**config.mk**
```make
export PLATFORM = sky130hd
export DESIGN_NAME = serial_subtractor
export DESIGN_NICKNAME = d
export VERILOG_FILES = /design/src/rtl/serial_subtractor.sv
export SDC_FILE = /design/constraint.sdc
export NUM_CORES = 1
export LEC_CHECK = 0
export BUFFER_PORTS_ARGS = -buffer_cell sky130_fd_sc_hd__buf_2
export CAP_MARGIN = 5
export CORE_ASPECT_RATIO = 1.1
export CORE_MARGIN = 1
export CORE_UTILIZATION = 25
export CTS_BUF_LIST = sky130_fd_sc_hd__clkbuf_4
export DETAILED_ROUTE_END_ITERATION = 8
export GPL_TIMING_DRIVEN = 0
export PLACE_DENSITY = 0.46
export SLEW_MARGIN = 20
export SYNTH_ARGS = -nofsm -noshare
export SYNTH_HDL_FRONTEND = slang
export SYNTH_SLANG_ARGS = --single-unit
```
**constraint.sdc**
```tcl
create_clock -name clk -period 1.6 [get_ports clk]
set_input_delay 0.24 -clock clk [delete_from_list [all_inputs] [get_ports clk]]
set_output_delay 0.24 -clock clk [all_outputs]
set_load 0.005 [all_outputs]
```
**src/rtl/serial_subtractor.sv**
```systemverilog
// -----------------------------------------------------------------------------
// serial_subtractor
//
// Bit-serial unsigned subtractor. Computes a - b modulo 2^WIDTH, LSB first,
// one bit per clock, with a one-bit full-subtractor cell and a borrow
// flip-flop. A three-state FSM (IDLE -> SHIFT -> DONE -> IDLE) sequences one
// operation: WIDTH cycles of SHIFT, then a single DONE cycle in which the
// result outputs are freshly valid.
//
// Ports
//   clk        in   1      clock, all state updates on the rising edge
//   rst        in   1      synchronous, active-high reset
//   start      in   1      begin a subtraction (only looked at in IDLE)
//   a          in   WIDTH  minuend, captured on the accepting edge
//   b          in   WIDTH  subtrahend, captured on the accepting edge
//   busy       out  1      high while in SHIFT
//   done       out  1      one-cycle pulse while in DONE
//   diff       out  WIDTH  a - b modulo 2^WIDTH, held until the next DONE
//   borrow_out out  1      final borrow (1 iff a < b unsigned), held
//   zero       out  1      1 iff diff == 0, held
// -----------------------------------------------------------------------------
module serial_subtractor #(
  parameter int WIDTH = 8
) (
  input  logic             clk,
  input  logic             rst,
  input  logic             start,
  input  logic [WIDTH-1:0] a,
  input  logic [WIDTH-1:0] b,
  output logic             busy,
  output logic             done,
  output logic [WIDTH-1:0] diff,
  output logic             borrow_out,
  output logic             zero
);

  // Counter must represent WIDTH itself so it can never wrap mid-operation.
  localparam int CW = $clog2(WIDTH + 1);
  localparam logic [CW-1:0] LAST_BIT = CW'(WIDTH - 1);

  typedef enum logic [1:0] {
    S_IDLE,
    S_SHIFT,
    S_DONE
  } state_t;

  state_t           r_state;
  state_t           w_next;

  logic [WIDTH-1:0] r_a;
  logic [WIDTH-1:0] r_b;
  logic [WIDTH-1:0] r_res;
  logic             r_borrow;
  logic [CW-1:0]    r_cnt;
  logic [WIDTH-1:0] r_diff;
  logic             r_borrow_out;
  logic             r_zero;

  // One-bit full-subtractor cell on the current operand LSBs.
  logic             w_ab_xor;
  logic             w_d;
  logic             w_bout;
  logic [WIDTH-1:0] w_res_next;
  logic             w_last;

  assign w_ab_xor   = r_a[0] ^ r_b[0];
  assign w_d        = w_ab_xor ^ r_borrow;
  assign w_bout     = (~r_a[0] & r_b[0]) | (~w_ab_xor & r_borrow);
  // Result fills from the MSB side so after WIDTH shifts bit 0 sits at LSB.
  assign w_res_next = {w_d, r_res[WIDTH-1:1]};
  assign w_last     = (r_cnt == LAST_BIT);

  // Next-state and state-decoded outputs.
  always_comb begin
    // NOTE: every signal written here gets a default first so no path leaves
    // it unassigned; that is what keeps this block from inferring latches.
    w_next = r_state;
    busy   = 1'b0;
    done   = 1'b0;
    unique case (r_state)
      S_IDLE: begin
        if (start) w_next = S_SHIFT;
      end
      S_SHIFT: begin
        busy = 1'b1;
        if (w_last) w_next = S_DONE;
      end
      S_DONE: begin
        done   = 1'b1;
        w_next = S_IDLE;
      end
      default: w_next = S_IDLE;
    endcase
  end

  // State register and datapath.
  always_ff @(posedge clk) begin
    // NOTE: sequential state uses non-blocking assignments so every register
    // samples pre-edge values, independent of statement order.
    if (rst) begin
      r_state      <= S_IDLE;
      r_a          <= '0;
      r_b          <= '0;
      r_res        <= '0;
      r_borrow     <= 1'b0;
      r_cnt        <= '0;
      r_diff       <= '0;
      r_borrow_out <= 1'b0;
      r_zero       <= 1'b1;
    end else begin
      r_state <= w_next;
      unique case (r_state)
        S_IDLE: begin
          if (start) begin
            r_a      <= a;
            r_b      <= b;
            r_borrow <= 1'b0;
            r_cnt    <= '0;
          end
        end
        S_SHIFT: begin
          r_a      <= r_a >> 1;
          r_b      <= r_b >> 1;
          r_res    <= w_res_next;
          r_borrow <= w_bout;
          r_cnt    <= r_cnt + CW'(1);
          // Outputs are loaded on the edge that enters DONE, using the
          // final bit's cell outputs directly.
          if (w_last) begin
            r_diff       <= w_res_next;
            r_borrow_out <= w_bout;
            r_zero       <= (w_res_next == '0);
          end
        end
        default: ;
      endcase
    end
  end

  assign diff       = r_diff;
  assign borrow_out = r_borrow_out;
  assign zero       = r_zero;

endmodule
```
# Yosys cells after proc, flatten, opt, wreduce, memory -nomap -nowiden

Cells that the tools add are included.

$add $sub $neg: 1
Eq/ne operators: 5
Mux-type cells: 13
Bitwise gates (word level): 7
Reduce and logical (&&, ||, !) cells: 6

Operators by type and width:

| kind                                                 | number |
|---|---|
| one-hot mux 8 bit (2 select lines)                   | 2 |
| two-way mux 8 bit                                    | 2 |
| logical NOT 8 bit                                    | 1 |
| one-hot mux 4 bit (2 select lines)                   | 1 |
| AND reduction 2 bit                                  | 3 |
| adder 4 x 1 -> 4 bit (second input constant)         | 1 |
| equality test 4 x 3 -> 1 bit (second input constant) | 1 |
| two-way mux 2 bit                                    | 2 |
| two-way mux 4 bit                                    | 1 |
| != test 2 bit (second input constant)                | 2 |
| one-hot mux 2 bit (2 select lines)                   | 1 |
| two-way mux 1 bit                                    | 3 |
| AND 1 bit                                            | 2 |
| equality test 2 x 1 -> 1 bit (second input constant) | 1 |
| equality test 2 bit (second input constant)          | 1 |
| logical NOT 2 bit                                    | 1 |
| inverter 1 bit                                       | 2 |
| one-hot mux 1 bit (2 select lines)                   | 1 |
| nonzero test 2 bit                                   | 1 |
| XOR 1 bit                                            | 2 |
| bitwise OR 1 bit                                     | 1 |

Register bits: 41
Bits of input ports: 19
Output and inout port bits: 12
Word-level logic and storage cells: 41

# Logic depth before layout (Yosys ltp)

Gate-level depths: netlist of the first run.

Word-level depth: 5
Gate-level depth with buffers: 6
Depth with buffers taken out: 5

# Worst setup path before layout of the first run

Ideal clock, no wire load.

Path kind: register to register
From: reg r_b[0]
To: reg r_zero (netlist: zero)
Arrival time: 1190 ps
Data required time: 1530 ps
Slack: 340 ps
Cell stages (with the launch flop): 6
Path buffers: 0
Clock period less this slack: 1260 ps
Path through: dfxtp_1 -> inv_1 -> fa_1 -> nor4_1 -> nand2_1 -> a21oi_1

Word-level cells in the longest chain between the ends: 3

RTL lines:

| what                     | line | source |
|---|---|---|
| start: declaration       | 51   | `logic [WIDTH-1:0] r_b;` |
| start signal: assignment | 123  | `r_b <= r_b >> 1;` |
| XOR 1 bit                | 66   | `assign w_ab_xor = r_a[0] ^ r_b[0];` |
| XOR 1 bit                | 67   | `assign w_d = w_ab_xor ^ r_borrow;` |
| named net w_d            | 61   | `logic w_d;` |
| logical NOT 8 bit        | 132  | `r_zero <= (w_res_next == '0);` |
| end signal: assignment   | 132  |  |
| end: declaration         | 57   | `logic r_zero;` |

The timed path passes the listed nets, and every way through them passes these cells.
A chain may end at the register's enable or synchronous reset.

# Final worst setup path of the first run

From: reg r_state[1]
To: out busy

Word-level cells in the longest chain between the ends: 2

RTL lines:

| what                         | line | source |
|---|---|---|
| start: declaration           | 47   | `state_t r_state;` |
| start signal: assignment     | 111  | `r_state <= w_next;` |
| equality test 2 x 1 -> 1 bit | 80   | `unique case (r_state)` |
| two-way mux 1 bit            | 80   |  |
| end: declaration             | 30   | `output logic busy,` |

Every way passes these cells.

==> results of run 1 <==
-- metal layers --
metal | wire length [um] | vias up
li1 | - | 876
met1 | 2390 | 766
met2 | 2220 | 32
met3 | 189 | 6
met4 | 52 | 0
met5 | 0 | -
-- worst max-delay path by stage --
stage	from	end	slack (ns)	depth (start not counted)
2_1_floorplan	r_b[0]$_SDFFE_PP0P_	zero$_SDFFE_PP1P_	0.34	5
3_3_place_gp	r_state[1]$_SDFFE_PP0P_	done	0.15	5
3_5_place_dp	r_state[1]$_SDFFE_PP0P_	done	0.18	5
4_1_cts	r_state[1]$_SDFFE_PP0P_	busy	0.04	5
5_1_grt	r_cnt[0]$_SDFFE_PP0P_	zero$_SDFFE_PP1P_	0.01	4
6_report	r_state[1]$_SDFFE_PP0P_	busy	0.10	5
-- cells by family after synthesis --
logic type,after synthesis,synth area share [%]
mux,1,0.541
fa+ha+maj,2,1.76
flops,40,43.2
compound gates,80,28.2
simple gates,71,17.7
buf+inv,35,8.51
-- registers in the layout, summed over array words and instances, names as in the netlist --
signal      count
r_cnt           4
r_borrow        1
r_state         2
zero            1
r_res           7
borrow_out      1
r_a             8
r_b             8
diff            8
-- synthesized netlist by cell type (all sizes together), types with 2 or more instances --
| cell type | n |
|---|---|
| dfxtp | 40 |
| a21oi | 46 |
| nor4 | 2 |
| inv | 16 |
| o22a | 2 |
| nand2 | 19 |
| nand3 | 10 |
| o22ai | 2 |
| o221a | 14 |
| a211oi | 2 |
| nand2b | 2 |
| nor2b | 5 |
| nor2 | 27 |
| o21ai | 9 |
| buf | 17 |
| clkbuf | 2 |
-- repair_timing --
item / in CTS / in global routing
resized for setup: 4 / 3
hold buffers: 0 / 0
setup endpoints to repair: 2 / 2
hold endpoints to repair: 0 / 0
buffers inserted: 1 / 0
-- through the flow --
stage          power [mW]  area [um^2]
2_1_floorplan        1.27         1850
3_3_place_gp         1.36         2110
3_5_place_dp         1.36         2110
4_1_cts              2.19         2220
5_1_grt              2.26         2230
6_report             2.16         2230
-- area by class of cell --
| type | count | area (um^2) |
|---|---|---|
| Clock inverter | 2 | 60.1 |
| Inverter | 16 | 60.1 |
| Multi-Input combinational cell | 154 | 893 |
| Buffer | 18 | 109 |
| Clock buffer | 5 | 37.5 |
| Fill cell | 772 | 4860 |
| Tap cell | 85 | 106 |
| Sequential cell | 40 | 802 |
| Timing Repair Buffer | 31 | 158 |
-- power groups by stage --
stage	combinational, mW	sequential (mW)	clock, mW
2_1_floorplan	0.182	1.09	0
3_3_place_gp	0.259	1.10	0
3_5_place_dp	0.260	1.10	0
4_1_cts	0.266	1.07	0.848
5_1_grt	0.297	1.08	0.887
6_report	0.262	1.07	0.827
-- critical path, cell delays in order (launching register included) --
cell,delay [ns]
dfxtp_2,0.34
buf_6,0.12
nand2b_4,0.16
inv_2,0.05
buf_6,0.11
buf_2,0.12
==> flow_summary.toml, run 1 <==
[hold_path]
hold_depth = 2
hold_end = "r_state[1]$_SDFFE_PP0P_"
worstHoldStart = "rst"
hold_class = "input port to register"

[finish]
mostFrequentLayoutCells = "46 x a21oi_1, 39 x buf_2, 39 x dfxtp_1"
final_common_cell = "a21oi_1"
drive_gt1_share_pct = 26.3
area_growth_pct = 20.2
antenna_cells = 0
final_cells = 351
fin_nets = 287
fin_util_pct = 31.4

[yosys]
ys_seq_area_share_pct = 43.2
syn_nets = 250
synth_area_leaders = "dfxtp_1 43%, a21oi_1 12%, o221a_2 8.5%"
ys.flop_type = "dfxtp_1"
async_reset_ff_share_pct = 0
synth_cell_types = 34
syn_area_per_cell_um2 = 8.09
netlist_area_mm2 = 0.00185
synth_seq_cells = 40
synth_edf_count = 0
yosys.area.top_type_share_pct = 43.2
netlist_instances = 229
yosysWarnings = 0
synth.largest_area_cell = "dfxtp_1"

[placement]
dp.cells = 344
port-buffer-count = 30
dp_hpwl_um = 3410
place.gp.congestion = 0.730
post-place-ws_ns = 0.177

[clock_tree]
root_buffer = "clkbuf_4"
cts_tree = "yes"
numClockSinks = 40
cts_inserted_buffers = 5
path_clk_slew_ns = 0.12
clock_latency_ns = 0.35
cts_htree_levels = 2
clock_path_buffers = 2

[sta]
max_freq_mhz = 667
fin_skew_ns = 0.00887
setup_tns_ns = 0
maxSlewViolCount = 0
rsz0062_at_grt = "no"
finalCritPeriodShare_pct = 93.7
max_slew_margin_pct = 63.6
hold_ws_ns = 0.136
tightest_slew_ns = 0.546
fin_ws_ns = 0.101
setup_viol = 0
period_minus_slack_ns = 1.50
hold_viol = 0

[grt]
grt_pass1_vias = 1647
grt_use_met1_pct = 16.4
grt_util_met3_pct = 3.15
overflow = 0
grt_max_degree = 20
grtUsageMet2_pct = 22.1
grt_antenna_before_repair = 0
grt_pass1_wl_um = 8020
grt.total_usage_pct = 13.1
top_usage_layer = "met2"

[critical_path]
required_ns = 1.36
ff2ff_setup_slack_ns = 0.17
crit_path_start_kind = "register"
ff2ff_path_depth = 5
cp.arrival_ns = 1.26
reg2reg_from = "r_b[0]$_SDFFE_PP0P_"
path_class = "register to output port"
worst_r2r_endpoint = "zero$_SDFFE_PP1P_"
worstPathMaxFanout = 7
crit_path_end_kind = "output port"

[floorplanning]
die_w_um = 84.1
initial_core_util_pct = 26.1
coreArea_mm2 = 0.00709
die-area_mm2 = 0.00776
fp-row-count = 32
pin_count = 31
dieHeight_um = 92.3

[drt]
viasPerCell = 4.79
wl_um = 4850
vias = 1680
first_pass_iters = 6
drc_errors = 8
drtIter0Drc = 60
final_antenna_net_count = 0
wl_per_cell_um = 13.8

[power_and_ir_drop]
p_switching_mw = 0.529
clock_power_share_pct = 38.2
p_seq_share_pct = 49.6
leakage_nw = 0.904
vdd_drop_max_v = 0.000363
p_per_area_mw_per_mm2 = 972
p_int_mw = 1.63
p_comb_share_pct = 12.1
switching_share_pct = 24.5

[outcome]
violations = "design-rule violations"
outcome = "finished with violations"

[flow_run]
cap_violations = 0
No activity file was read; power rests on OpenSTA's default activity.
==> run 2, diff against run 1 <==
- CTS_BUF_LIST: sky130_fd_sc_hd__clkbuf_4 -> not set
- GPL_TIMING_DRIVEN: 0 -> 1
==> run 2 against run 1 <==
  * The run still ends with design-rule violations left
  * Clock skew down 0.0034 ns
  * Sequential power about the same
  * Clock power about the same
==> flow_summary.toml, run 2 (synthesis gave the netlist of run 1 again) <==
[outcome]
outcome = "finished with violations"
violations = "design-rule violations"

[power_and_ir_drop]
p_per_area_mw_per_mm2 = 973
switching_share_pct = 24.8
p_seq_share_pct = 49.8
total_power_mw = 2.15
p_switching_mw = 0.535
clock_power_share_pct = 38.3
p_int_mw = 1.62
p_comb_share_pct = 12.0
leakage_nw = 0.891
vdd_drop_max_v = 0.000372

[critical_path]
required_ns = 1.36
cp.arrival_ns = 1.27
ff2ff_path_depth = 5
path_class = "register to output port"
ff2ff_setup_slack_ns = 0.21
reg2reg_from = "r_cnt[0]$_SDFFE_PP0P_"
worstPathMaxFanout = 17
crit_path_end_kind = "output port"
crit_path_start_kind = "register"
worst_r2r_endpoint = "diff[0]$_SDFFE_PP0P_"

[floorplanning]
pin_count = 31
fp-row-count = 32
die-area_mm2 = 0.00776
coreArea_mm2 = 0.00709
die_w_um = 84.1
dieHeight_um = 92.3
initial_core_util_pct = 26.1

[grt]
overflow = 0
grt_pass1_wl_um = 7420
grt_pass1_vias = 1523
grt.total_usage_pct = 12.0
grt_max_degree = 27
grt_antenna_before_repair = 0

[clock_tree]
postCtsSetupBuffers = 0
numClockSinks = 40
clock_path_buffers = 2
root_buffer = "clkbuf_8"
cts_htree_levels = 2
cts_inserted_buffers = 5
cts_tree = "yes"
clock_latency_ns = 0.29
path_clk_slew_ns = 0.08
hold_buffers = 0

[finish]
antenna_cells = 0
n_fill_cell = 761
mostFrequentLayoutCells = "46 x a21oi_1, 40 x dfxtp_1, 30 x buf_2"
final_common_cell = "a21oi_1"
drive_gt1_share_pct = 25.6
fin_nets = 278
area_growth_pct = 19.7

[flow_run]
cap_violations = 0

[placement]
port-buffer-count = 30
place.gp.congestion = 0.755
dp_hpwl_um = 2960

[hold_path]
hold_depth = 3
hold_class = "input port to register"
worstHoldStart = "b[7]"
hold_end = "r_b[7]$_SDFFE_PP0P_"

[sta]
setup_viol = 0
setup_tns_ns = 0
max_slew_margin_pct = 67.4
maxSlewViolCount = 0
hold_ws_ns = 0.234
hold_viol = 0
tightest_slew_ns = 0.488
fin_skew_ns = 0.00544
max_freq_mhz = 661
rsz0062_at_grt = "no"
period_minus_slack_ns = 1.51
finalCritPeriodShare_pct = 94.6

[drt]
drc_errors = 8
wl_um = 4470
drtIter0Drc = 66
final_antenna_net_count = 0
wl_per_cell_um = 13.0
vias = 1640
viasPerCell = 4.78
first_pass_iters = 6
run 2: cell type report:
cell class / instances / area [um^2] / share of cell area [%]
sequential: 40 / 801 / 36.1
timing repair buffer: 40 / 241 / 10.9
inverter: 16 / 60.1 / 2.71
clock buffer: 6 / 72.6 / 3.27
clock inverter: 2 / 35.0 / 1.58
tap: 85 / 106 / 4.80
multi-input combinational: 154 / 900 / 40.6
run 2: worst max path at each step:
stage                                  startpoint                   end  cells past startpoint
after global placement        r_b[0]$_SDFFE_PP0P_     zero$_SDFFE_PP1P_                      5
after CTS                 r_state[1]$_SDFFE_PP0P_                  busy                      4
after detailed placement    r_cnt[0]$_SDFFE_PP0P_  diff[1]$_SDFFE_PP0P_                      5
after floorplan               r_b[0]$_SDFFE_PP0P_     zero$_SDFFE_PP1P_                      5
final                     r_state[1]$_SDFFE_PP0P_                  busy                      4
after global routing      r_state[1]$_SDFFE_PP0P_                  busy                      4
run 2: power groups by stage:
| stage | sequential [mW] | clock (mW) | combinational, mW |
|---|---|---|---|
| after floorplan | 1.09 | 0 | 0.182 |
| after global placement | 1.10 | 0 | 0.256 |
| after detailed placement | 1.10 | 0 | 0.255 |
| after CTS | 1.07 | 0.848 | 0.258 |
| after global routing | 1.08 | 0.882 | 0.291 |
| final | 1.07 | 0.824 | 0.258 |
run 2: metrics by stage:
stage,worst slack (ns),utilization [%],instances,cell area (um^2)
after floorplan,0.340,-,229,1850
after global placement,0.230,29.6,335,2100
after detailed placement,0.218,29.6,335,2100
after CTS,0.00758,31.2,343,2210
after global routing,0.00677,31.3,343,2220
final,0.0861,31.3,343,2220
run 2: timing repair:
action / in CTS / in global routing
gates resized for setup: 1 / 2
setup endpoints to repair: 1 / 2
cloned: 0 / 0
run 2: critical path: stages, from the launching register on:
cell,delay [ns]
dfxtp_1,0.33
nand2b_4,0.22
inv_2,0.13
buf_6,0.18
buf_2,0.14
run 2: per-layer routing:
metal,part of all wire [%],track usage (%),wire [um]
met1,54,17.0,2390
met2,42,17.9,1860
met3,3.9,2.52,173
met4,0.85,3.88,38
met5,0,0,0
